--- config.mk ---
export PLATFORM = sky130hd
export DESIGN_NAME = hazard_fwd
export DESIGN_NICKNAME = d
export VERILOG_FILES = /design/src/rtl/hazard_pkg.sv /design/src/rtl/hazard_fwd.sv
export SDC_FILE = /design/constraint.sdc
export NUM_CORES = 1
export LEC_CHECK = 0
export CAP_MARGIN = 20
export CORE_AREA = 2 2 39 41
export DETAILED_ROUTE_END_ITERATION = 10
export DIE_AREA = 0 0 41 43
export SETUP_SLACK_MARGIN = 0.15
export SLEW_MARGIN = 0
export SYNTH_ARGS = -nofsm -noshare
export SYNTH_HDL_FRONTEND = slang
export SYNTH_SLANG_ARGS = --single-unit
--- constraint.sdc ---
create_clock -name vclk -period 2
set_clock_uncertainty 0.05 [all_clocks]
set_input_delay 0.2 -clock vclk [all_inputs]
set_output_delay 0.2 -clock vclk [all_outputs]
set_load 0.005 [all_outputs]
--- src/rtl/hazard_pkg.sv ---
// Shared types for the pipeline hazard controller: FSM states and forwarding selects.
package hazard_pkg;

    typedef enum logic {
        RUN     = 1'b0,
        MD_WAIT = 1'b1
    } hz_state_t;

    typedef enum logic [1:0] {
        FWD_RF  = 2'b00,
        FWD_WB  = 2'b01,
        FWD_MEM = 2'b10
    } fwd_sel_t;

endpackage

--- src/rtl/hazard_fwd.sv ---
// Forwarding select for one EX-stage source operand; the MEM-stage producer beats WB.
module hazard_fwd (
    input  logic [4:0] rs,
    input  logic [4:0] rd_m,
    input  logic       regwrite_m,
    input  logic [4:0] rd_w,
    input  logic       regwrite_w,
    output logic [1:0] sel
);
    import hazard_pkg::*;

    logic w_mem_hit;
    logic w_wb_hit;

    assign w_mem_hit = regwrite_m && (rd_m != 5'd0) && (rd_m == rs);
    assign w_wb_hit  = regwrite_w && (rd_w != 5'd0) && (rd_w == rs);

    always_comb begin
        sel = FWD_RF;
        if (w_mem_hit) begin
            sel = FWD_MEM;
        end else if (w_wb_hit) begin
            sel = FWD_WB;
        end
    end

endmodule

Word level (Yosys, flattened, before mapping)
Index checks and enable logic that the tools add are counted.
- logic and storage cells: 10
- output and inout bits: 2
- register bits after elaboration: 0
- bits of input ports: 17
- reductions and logical operators: 6
- mux-type cells: 2
- equality and inequality tests: 2
- operators with widths (kind ; number):
    5-bit == test ; 2
    5-bit nonzero test ; 2
    1-bit logical AND ; 4
    2-bit 2-to-1 mux ; 1
    1-bit 2-to-1 mux ; 1

Logic depth before layout (Yosys ltp)
- depth in word-level cells: 5
- gate-level depth with buffers: 4
- mapped depth without buffers: 4

Least setup slack after synthesis
Ideal clock, no wire load.
- path kind: input port to output port
- start point: input port rd_m[0]
- end point: output port sel[0]
- required time: 1.750 ns
- stages on the path: 3
- path buffers: 0
- slack: 0.898 ns
- arrival: 0.852 ns
- path through: o41ai_2 > a211oi_2 > nor3_2
- cells in the longest elaborated chain, start to end: 4
- elaborated cells on any way between the ends: 5
- those cells by class: eq/ne (1); mux (1); reduce/logical (3)
- ends and longest elaborated chain (what ; RTL line ; text):
    from (decl) ; hazard_fwd.sv:4 ; input logic [4:0] rd_m,
    5-bit nonzero test ; hazard_fwd.sv:15 ; assign w_mem_hit = regwrite_m && (rd_m != 5'd0) && (rd_m == rs);
    1-bit logical AND ; hazard_fwd.sv:15 ;
    1-bit logical AND (*) ; hazard_fwd.sv:15 ;
    via w_mem_hit ; hazard_fwd.sv:12 ; logic w_mem_hit;
    2-bit 2-to-1 mux (*) ; hazard_fwd.sv:20 ; if (w_mem_hit) begin
    to (decl) ; hazard_fwd.sv:8 ; output logic [1:0] sel
Mark *: on every way through the listed nets, which the timed path passes. The rest lies on a longest branch.

Worst setup path in the final report
- start point: input port rs[4]
- end point: output port sel[0]
- cells in the longest elaborated chain, start to end: 4
- elaborated cells on any way between the ends: 6
- those cells by class: eq/ne (2); mux (2); reduce/logical (2)
- ends and longest elaborated chain (what ; RTL line ; text):
    from (decl) ; hazard_fwd.sv:3 ; input logic [4:0] rs,
    5-bit == test ; hazard_fwd.sv:16 ; assign w_wb_hit = regwrite_w && (rd_w != 5'd0) && (rd_w == rs);
    1-bit logical AND ; hazard_fwd.sv:16 ;
    1-bit 2-to-1 mux ; hazard_fwd.sv:22 ; end else if (w_wb_hit) begin
    2-bit 2-to-1 mux (*) ; hazard_fwd.sv:20 ;
Mark *: on every way between the ends. The rest lies on a longest branch, timed or not.

==> results.cfg <==
[run_status]
status = finished clean

[floorplan]
die_y_um = 43
die_w_um = 41
num_rows = 14
core_area_sq_um = 1384
die_area_sq_um = 1763
initial_utilization_pct = 11.48
ios = 19

[synth]
ys.warnings.count = 0
synth-compound-area-share_pct = 21.26
syn_nets = 38
synth.area.mux_share_pct = 0
synth_xor_area_share_pct = 44.09
synthAdderAreaFrac_pct = 0
synthDistinctLibCells = 12
synth_top_family_by_area = XOR/XNOR gates
ys_seq_area_share_pct = 0
synth-simple-area-share_pct = 29.92
synth_cells = 21
syn_area_per_cell_sq_um = 7.567
netlist_area_sq_um = 158.9

[setup_path]
endpoint_kind = primary output
cp-start-kind = input pin
timing.critical_path.from = rs[4]
crit_fanout = 3
worstPathArrival_ns = 1.45
path_class = in2out
cp.required_ns = 1.75

[global_route]
grt_pass1_wl_um = 931
grt_antenna_before_repair = 0
grt_max_degree = 4
grt_pass1_vias = 226
grt-ovfl-total = 0
track_usage_pct = 7.393

[pwr]
switching_share_pct = 35.89
p_leak_nw = 0.2025
p_int_mw = 0.04521
p_clk_share_pct = 0
ir_drop_v = 0.00004020
powerDensity_nw_per_um2 = 171.8
seqPwrFrac_pct = 0
pwr-share-comb_pct = 100.0
p_sw_mw = 0.02531

[sta]
hold_viol = 0
slew_violations = 0
setup_ws_ns = 0.3046
timing.fmax_mhz = 589.8
fin_crit_ns = 1.695
tightest_slew_ns = 0.2664
fin_crit_sh_pct = 84.77
max_slew_margin_pct = 82.04
setup_viol = 0
rsz0062_at_grt = no

[worst_hold_path]
holdCritPathClass = in2out
hp-start = rd_m[2]

[drt]
postRouteWirelength_um = 618
post_drt_wl_per_cell_um = 10.66
dr.first_iter.drc_count = 0
firstDrtPassIters = 1
routed_via_density = 3.879
num_vias = 225
drc = 0
ant_nets = 0

[final_layout]
layout-drive-gt1-share_pct = 21.43
stdcell_area_sq_um = 410.4
area_growth_pct = 158.3
antenna_cells = 0
clock_buffers = 0
final_cell_mix = clkdlybuf4s50_1 (9), dlymetal6s2s_1 (6), xnor2_1 (4), dlygate4sd2_1 (4)
fin_nets = 61
multi_input_area_sq_um = 167.7
final_common_cell = clkdlybuf4s50_1
nFlopsAndLatches = 0
fillCellCount = 157
seq_area_sq_um = 0

[placement]
dpl_cell_area_sq_um = 384.1
dp_slack_ns = -0.09504
dp_hpwl_um = 508.2
routabilityCongestion = 0.5687
io_buffer_count = 19

[flow_run]
max_cap_viol_count = 0

[cts]
postCtsSetupBuffers = 0
## stage by stage
stage / util (%) / total power, mW / instances / hold WS (ns) / TNS, ns
after detailed placement: 27.76 / 0.07038 / 58 / 1.306 / -0.1766
after CTS: 28.39 / 0.07188 / 58 / 1.093 / 0
after global placement: 27.76 / 0.07013 / 58 / 1.312 / -0.1934
after global routing: 29.66 / 0.07717 / 58 / 1.024 / 0
final: 29.66 / 0.07052 / 58 / 0.9665 / 0
after floorplan: - / 0.02167 / 21 / 0.4491 / 0
## worst max-delay path, stage by stage
cell	delay, ns
clkdlybuf4s50_1	0.45
nor2_2	0.12
o41ai_2	0.08
a211oi_2	0.27
nor3_2	0.07
dlygate4sd2_1	0.26
## synthesized netlist by cell type (all sizes together)
master / count / share of area (%)
buf: 1 / 4.7
nand3: 2 / 6.3
o41ai: 1 / 10
nor4: 1 / 3.9
nor3: 3 / 13
a211oi: 1 / 7.9
xnor2: 5 / 28
nor2: 1 / 2.4
a21oi: 1 / 3.1
xor2: 3 / 17
nand2: 2 / 4.7
## cells by family (layout without fill, tap and decap cells)
| logic type | after synthesis | in the layout |
|---|---|---|
| AO/OA/AOI/OAI | 3 | 3 |
| XOR/XNOR | 8 | 8 |
| AND/OR/NAND/NOR | 9 | 9 |
| buffers and inverters | 1 | 22 |
## routing by layer
metal	part of all wire, %	GRT usage (%)	vias to the layer above
met4	0	0	0
met3	8.7	1.047	0
met5	0	0	-
li1	-	-	118
met2	59	16.56	9
met1	32	6.013	98
## worst paths after layout
path	endpoint	slack, ns	cells after the start
hold / removal	sel[1]	0.97	5
setup / recovery	sel[0]	0.30	6
## power groups by stage
stage,Clock [mW],Combinational [mW],Sequential (mW)
after global routing,0,0.0772,0
after global placement,0,0.0701,0
final,0,0.0705,0
after floorplan,0,0.0217,0
after detailed placement,0,0.0704,0
after CTS,0,0.0719,0
## what timing repair did
item	4_1_cts	5_1_grt
gates resized for setup	6	7
cloned	0	0
hold endpoints to repair	0	0
endpoints found under the setup margin	2	2
pin swaps	2	2
hold buffers	0	0
## final cells by class
type	instances	share of cell area [%]
multi-input cells	20	40.85
repair buffers	22	54.27
well taps	16	4.878
Power figures use the tool's default switching activity.
